==> src/rtl/multicycle_sequencer_if.sv <==
// Control/handshake bundle between the multicycle sequencer and the core datapath/memories.
// Latency: none, wires only.
// Backpressure: imem_ready/dmem_ready stall the sequencer in FETCH/MEM respectively.
interface multicycle_sequencer_if #(
  parameter int CNT_W = 32
);
  logic [6:0]       opcode;
  logic             branch_taken;
  logic             imem_ready;
  logic             dmem_ready;
  logic             imem_req;
  logic             ir_wr_en;
  logic             dmem_req;
  logic             dmem_we;
  logic             reg_wr_en;
  logic             pc_wr_en;
  logic             pc_src;
  logic [2:0]       state;
  logic             illegal;
  logic [CNT_W-1:0] instret;

  // Sequencer side
  modport master (
    input  opcode, branch_taken, imem_ready, dmem_ready,
    output imem_req, ir_wr_en, dmem_req, dmem_we, reg_wr_en, pc_wr_en, pc_src,
    output state, illegal, instret
  );

  // Datapath / memory side
  modport slave (
    output opcode, branch_taken, imem_ready, dmem_ready,
    input  imem_req, ir_wr_en, dmem_req, dmem_we, reg_wr_en, pc_wr_en, pc_src,
    input  state, illegal, instret
  );
endinterface

==> src/rtl/multicycle_sequencer.sv <==
// RV32I multicycle control sequencer: FETCH/DECODE/EXEC/MEM/WB phase enables, memory requests, PC strobes.
// Latency: BRANCH 3, ALU/JUMP/STORE 4, LOAD 5 cycles with zero wait states; each wait state adds 1.
// Backpressure: holds in FETCH until imem_ready, in MEM until dmem_ready. Optional SEQ_MEM_TIMEOUT_EN halts after 255 wait cycles.
module multicycle_sequencer #(
  parameter int CNT_W = 32
) (
  input logic                    clk,
  input logic                    rst_n,
  multicycle_sequencer_if.master bus
);

  typedef enum logic [2:0] {
    S_FETCH  = 3'd0,
    S_DECODE = 3'd1,
    S_EXEC   = 3'd2,
    S_MEM    = 3'd3,
    S_WB     = 3'd4,
    S_HALT   = 3'd5
  } state_t;

  typedef enum logic [2:0] {
    C_ALU, C_LOAD, C_STORE, C_BRANCH, C_JUMP, C_ILLEGAL
  } cls_t;

  state_t           state_q;
  cls_t             cls_q;
  cls_t             dec_cls;
  logic             illegal_q;
  logic [CNT_W-1:0] instret_q;

  logic imem_req, ir_wr_en, dmem_req, dmem_we, reg_wr_en, pc_wr_en, pc_src;

  function automatic cls_t classify(input logic [6:0] op);
    case (op)
      7'b0110011, 7'b0010011, 7'b0110111, 7'b0010111: classify = C_ALU;
      7'b0000011:                                     classify = C_LOAD;
      7'b0100011:                                     classify = C_STORE;
      7'b1100011:                                     classify = C_BRANCH;
      7'b1101111, 7'b1100111:                         classify = C_JUMP;
      default:                                        classify = C_ILLEGAL;
    endcase
  endfunction

  // Opcode class as seen by the DECODE phase
  always_comb dec_cls = classify(bus.opcode);

  // Phase enables: pure decode of state, class and the owning ready; all zero while in reset
  always_comb begin
    imem_req  = 1'b0;
    ir_wr_en  = 1'b0;
    dmem_req  = 1'b0;
    dmem_we   = 1'b0;
    reg_wr_en = 1'b0;
    pc_wr_en  = 1'b0;
    pc_src    = 1'b0;
    if (rst_n) begin
      case (state_q)
        S_FETCH: begin
          imem_req = 1'b1;
          ir_wr_en = bus.imem_ready;
        end
        S_EXEC: begin
          if (cls_q == C_BRANCH) begin
            pc_wr_en = 1'b1;
            pc_src   = bus.branch_taken;
          end
        end
        S_MEM: begin
          dmem_req = 1'b1;
          dmem_we  = (cls_q == C_STORE);
          pc_wr_en = bus.dmem_ready && (cls_q == C_STORE);
        end
        S_WB: begin
          reg_wr_en = 1'b1;
          pc_wr_en  = 1'b1;
          pc_src    = (cls_q == C_JUMP);
        end
        default: ;
      endcase
    end
  end

`ifdef SEQ_MEM_TIMEOUT_EN
  logic [7:0] wait_cnt_q;
  logic       waiting;
  logic       timeout;

  // A wait cycle is one where the phase owner's ready is low
  always_comb begin
    waiting = ((state_q == S_FETCH) && !bus.imem_ready) || ((state_q == S_MEM) && !bus.dmem_ready);
    timeout = waiting && (wait_cnt_q == 8'hFF);
  end

  // Wait counter: runs only while stalled, so it is zero on every entry to FETCH or MEM
  always_ff @(posedge clk) begin
    if (!rst_n || !waiting) wait_cnt_q <= 8'd0;
    else                    wait_cnt_q <= wait_cnt_q + 8'd1;
  end
`endif

  // Phase FSM with class latch, sticky illegal flag and retire counter
  always_ff @(posedge clk) begin
    if (!rst_n) begin
      state_q   <= S_FETCH;
      cls_q     <= C_ALU;
      illegal_q <= 1'b0;
      instret_q <= '0;
    end else begin
      if (pc_wr_en) instret_q <= instret_q + CNT_W'(1);
      case (state_q)
        S_FETCH: begin
          if (bus.imem_ready) state_q <= S_DECODE;
`ifdef SEQ_MEM_TIMEOUT_EN
          else if (timeout) begin
            state_q   <= S_HALT;
            illegal_q <= 1'b1;
          end
`endif
        end
        S_DECODE: begin
          cls_q <= dec_cls;
          if (dec_cls == C_ILLEGAL) begin
            state_q   <= S_HALT;
            illegal_q <= 1'b1;
          end else begin
            state_q <= S_EXEC;
          end
        end
        S_EXEC: begin
          case (cls_q)
            C_BRANCH:        state_q <= S_FETCH;
            C_LOAD, C_STORE: state_q <= S_MEM;
            default:         state_q <= S_WB;
          endcase
        end
        S_MEM: begin
          if (bus.dmem_ready) state_q <= (cls_q == C_STORE) ? S_FETCH : S_WB;
`ifdef SEQ_MEM_TIMEOUT_EN
          else if (timeout) begin
            state_q   <= S_HALT;
            illegal_q <= 1'b1;
          end
`endif
        end
        S_WB:    state_q <= S_FETCH;
        S_HALT:  state_q <= S_HALT;
        default: state_q <= S_FETCH;
      endcase
    end
  end

  // Drive the bundle
  always_comb begin
    bus.imem_req  = imem_req;
    bus.ir_wr_en  = ir_wr_en;
    bus.dmem_req  = dmem_req;
    bus.dmem_we   = dmem_we;
    bus.reg_wr_en = reg_wr_en;
    bus.pc_wr_en  = pc_wr_en;
    bus.pc_src    = pc_src;
    bus.state     = state_q;
    bus.illegal   = illegal_q;
    bus.instret   = instret_q;
  end

endmodule

==> src/flat_wrapper.sv <==
// flat-port wrapper written by rule: the top's interface ports become plain ports
module multicycle_sequencer_flat 
#(
  parameter int CNT_W = 32
)
  (clk, rst_n, bus_opcode, bus_branch_taken, bus_imem_ready, bus_dmem_ready, bus_imem_req, bus_ir_wr_en, bus_dmem_req, bus_dmem_we, bus_reg_wr_en, bus_pc_wr_en, bus_pc_src, bus_state, bus_illegal, bus_instret);
  multicycle_sequencer_if #(.CNT_W(CNT_W)) bus_i ();
  input logic clk;
  input logic rst_n;
  input wire logic [$bits(bus_i.opcode)-1:0] bus_opcode;
  input wire logic [$bits(bus_i.branch_taken)-1:0] bus_branch_taken;
  input wire logic [$bits(bus_i.imem_ready)-1:0] bus_imem_ready;
  input wire logic [$bits(bus_i.dmem_ready)-1:0] bus_dmem_ready;
  output wire logic [$bits(bus_i.imem_req)-1:0] bus_imem_req;
  output wire logic [$bits(bus_i.ir_wr_en)-1:0] bus_ir_wr_en;
  output wire logic [$bits(bus_i.dmem_req)-1:0] bus_dmem_req;
  output wire logic [$bits(bus_i.dmem_we)-1:0] bus_dmem_we;
  output wire logic [$bits(bus_i.reg_wr_en)-1:0] bus_reg_wr_en;
  output wire logic [$bits(bus_i.pc_wr_en)-1:0] bus_pc_wr_en;
  output wire logic [$bits(bus_i.pc_src)-1:0] bus_pc_src;
  output wire logic [$bits(bus_i.state)-1:0] bus_state;
  output wire logic [$bits(bus_i.illegal)-1:0] bus_illegal;
  output wire logic [$bits(bus_i.instret)-1:0] bus_instret;
  assign bus_i.opcode = bus_opcode;
  assign bus_i.branch_taken = bus_branch_taken;
  assign bus_i.imem_ready = bus_imem_ready;
  assign bus_i.dmem_ready = bus_dmem_ready;
  assign bus_imem_req = bus_i.imem_req;
  assign bus_ir_wr_en = bus_i.ir_wr_en;
  assign bus_dmem_req = bus_i.dmem_req;
  assign bus_dmem_we = bus_i.dmem_we;
  assign bus_reg_wr_en = bus_i.reg_wr_en;
  assign bus_pc_wr_en = bus_i.pc_wr_en;
  assign bus_pc_src = bus_i.pc_src;
  assign bus_state = bus_i.state;
  assign bus_illegal = bus_i.illegal;
  assign bus_instret = bus_i.instret;
  multicycle_sequencer #(.CNT_W(CNT_W)) u_core (.clk(clk), .rst_n(rst_n), .bus(bus_i));
endmodule
==> config.mk <==
export PLATFORM = sky130hd
export DESIGN_NAME = multicycle_sequencer_flat
export DESIGN_NICKNAME = d
export VERILOG_FILES = /design/src/rtl/multicycle_sequencer_if.sv /design/src/rtl/multicycle_sequencer.sv /design/src/flat_wrapper.sv
export SDC_FILE = /design/constraint.sdc
export NUM_CORES = 1
export LEC_CHECK = 0
export ABC_AREA = 1
export CORE_MARGIN = 3
export CORE_UTILIZATION = 30
export DETAILED_ROUTE_END_ITERATION = 10
export DONT_BUFFER_PORTS = 1
export PLACE_DENSITY = 0.48
export SYNTH_ARGS = -nofsm -noshare
export SYNTH_HDL_FRONTEND = slang
export SYNTH_SLANG_ARGS = --single-unit
export TNS_END_PERCENT = 50
==> constraint.sdc <==
create_clock -name clk -period 1.87 [get_ports clk]
set_clock_uncertainty 0.15 [all_clocks]
set_input_delay 0.187 -clock clk [delete_from_list [all_inputs] [get_ports clk]]
set_output_delay 0.187 -clock clk [all_outputs]
set_load 0.03 [all_outputs]
==> qor.yml <==
sta:
  period_minus_slack_ns: 1.82
  slew_violations: 0
  worst_pin_slew_ns: 0.460
  rsz0062_at_grt: "true"
  clock.fmax_mhz: 549
  setup_viol: 0
  hold_viol: 0
  relSlewSlack: 0.692
  period_share: 0.974
routing:
  drt_iter0_drc: 108
  wl_um: 8260
  wl_per_cell_um: 13.8
  drc: 0
  vias_per_cell: 4.64
  detail-route-antenna-nets: 0
  vias: 2789
  dr.pass1.iters: 4
floorplan:
  die_height_um: 99.3
  start_util: 0.313
  core_mm2: 0.00834
  fp.dieW_um: 99.3
  num_rows: 33
  ios: 55
  dieArea_mm2: 0.00985
clocking:
  cts_num_sinks: 39
  h-tree-depth: 2
  cts-root-to-sink-buffers: 2
  cts_tree: "yes"
  clk_pin_slew_worst_paths_ns: 0.09
  cts_buffers: 5
  clk-insertion-delay-late_ns: 0.31
  clockRootBuffer: "clkbuf_8"
synthesis:
  yosys_warnings: 0
  synthAdderAreaFrac: 0.00480
  synth_xor_area_frac: 0.0403
  synthMuxAreaShare: 0
  synth_area_mm2: 0.00261
  syn_inst: 433
  synth-compound-area-share: 0.103
  synth_top_family_by_area: "simple AND/OR/NAND/NOR gates"
  syn_nets: 446
  synth.yosys.seq_area_share: 0.299
  postSynthAreaPerCell_um2: 6.02
  ys_ff_latch: 39
  ys_types: 34
  synth-simple-area-share: 0.466
worst_setup_path:
  crit_chain: "inv_2, nand3_2, clkinv_2, nand3_1, nand2_4, nand2_8, inv_16, buf_12"
  crit_arrival_ns: 1.49
  cpPeakStageDelay_ns: 0.34
  crit_type: "flip-flop to output port"
  crit_slowest_cell: "dfxtp_1"
  start_kind: "flip-flop"
  worstPathRequired_ns: 1.53
  crit_fanout: 13
  cp-end-kind: "output port"
finish:
  stdcell_count: 601
  final_util: 0.398
  syn_to_final_growth_pct: 27.4
  final_layout_size_suffix_gt1_frac: 0.226
  antenna_cells: 0
  nNetsFinal: 508
place:
  hpwlAfterDp_um: 6310
  gp_congestion: 0.905
  numPortBuffers: 0
  dp_cells: 585
global_route:
  grt-busiest-layer: "met2"
  grt_pass1_vias: 2792
  grt-ovfl-total: 0
  antenna_found_initial: 0
  grtUsageMet2: 0.288
  grt_use_total: 0.177
  grt_max_degree: 29
  met1_usage: 0.229
  grt_pass1_wl_um: 13800
  use_met3: 0.0526
pwr:
  power.total_mw: 2.16
  power_density_mw_per_mm2: 650
  leakagePower_nw: 1.24
  vdd_drop_max_mv: 0.474
flow_run:
  drv_cap: 0
hold_path:
  hp-class: "input port to flip-flop"
run_status:
  outcome: "complete, no violations"
==> cells in the mapped netlist, drive strengths merged <==
master / count / area, um^2
nand2: 175 / 708
nor2: 77 / 294
dfxtp: 39 / 781
inv: 38 / 150
a21oi: 31 / 200
nand3: 29 / 155
xor2: 8 / 70.1
buf: 6 / 61.3
nor3: 6 / 30.0
o21ai: 6 / 30.0
xnor2: 4 / 35.0
a211oi: 2 / 15.0
clkbuf: 2 / 7.51
clkinv: 2 / 8.75
nand3b: 2 / 15.0
a31oi: 1 / 6.26
a32oi: 1 / 8.76
and2: 1 / 6.26
ha: 1 / 12.5
nand4: 1 / 6.26
o21a: 1 / 7.51
==> power by group <==
part / internal [mW] / switching [mW] / leakage [nW]
registers: 0.890 / 0.0718 / 0.318
logic: 0.204 / 0.390 / 0.879
clock network: 0.260 / 0.343 / 0.0402
total: 1.35 / 0.805 / 1.24
==> area by class of cell <==
class                      count  area, um^2
sequential                    39         790
timing repair inverter         1        8.76
fill                         941        5020
inverter                      40         168
tap                          105         131
clock inverter                 3        20.0
multi-input combinational    346        1630
timing repair buffer          62         509
clock buffer                   5        68.8
==> cells in the final DEF, fill, tap and decap left out, drive strengths merged, types with 5 or more instances in the layout <==
master       instances
a21oi               31
dfxtp               39
nand2              175
inv                 39
nor2                77
dlygate4sd3          6
buf                 56
o21ai                6
clkbuf               5
xor2                 8
nand3               29
nor3                 6
==> sequential cells by signal, summed over array words and instances, names as in the netlist <==
register and flops:
u_core.bus.state 3, u_core.cls_q 3, u_core.bus.illegal 1, u_core.bus.instret 32
==> cell families after synthesis <==
| logic type | Yosys count |
|---|---|
| adder cells (fa/ha/maj) | 1 |
| buffers and inverters | 48 |
| flip-flops | 39 |
| AND/OR/NAND/NOR | 291 |
| AO/OA/AOI/OAI | 42 |
| XOR/XNOR | 12 |
==> metrics by stage <==
| stage | TNS [ns] | instance area, um^2 | setup slack [ns] | hold slack (ns) |
|---|---|---|---|---|
| after floorplan | 0 | 2610 | 0.0982 | 0.226 |
| after global placement | 0 | 3100 | 0.0326 | 0.151 |
| after detailed placement | 0 | 3100 | 0.0345 | 0.141 |
| after CTS | 0 | 3290 | 0.0107 | 0.0166 |
| after global routing | -0.0430 | 3320 | -0.0430 | 0.0237 |
| final | 0 | 3320 | 0.0479 | 0.0144 |
==> critical path: cells and delay by family (launching register included) <==
family                 cells  cell delay [ns]
buffers and inverters      4             0.39
DFF                        1             0.34
and+or+nand+nor            4             0.44
==> routing by layer <==
layer,up-vias,share of wire
met3,10,0.081
met4,0,0.015
met2,71,0.46
met5,-,0
met1,1232,0.44
li1,1476,-
==> what timing repair did <==
action	4_1_cts	5_1_grt
hold buffers	6	0
resized for setup	5	13
hold endpoints to repair	10	0
setup endpoints to repair	1	20
pin swaps	2	0
buffers inserted	1	0
gates cloned	1	0
==> worst paths after layout <==
path	start	endpoint	slack (ns)	cells past startpoint
max	u_core.bus.state[2]	bus_pc_wr_en	0.05	8
min	rst_n	u_core.bus.instret[25]	0.01	4
max reg2reg	u_core.bus.state[2]	u_core.bus.instret[1]	0.13	10
min reg2reg	u_core.bus.state[0]	u_core.bus.state[0]	0.36	2
(Power assumes the default switching activity.)
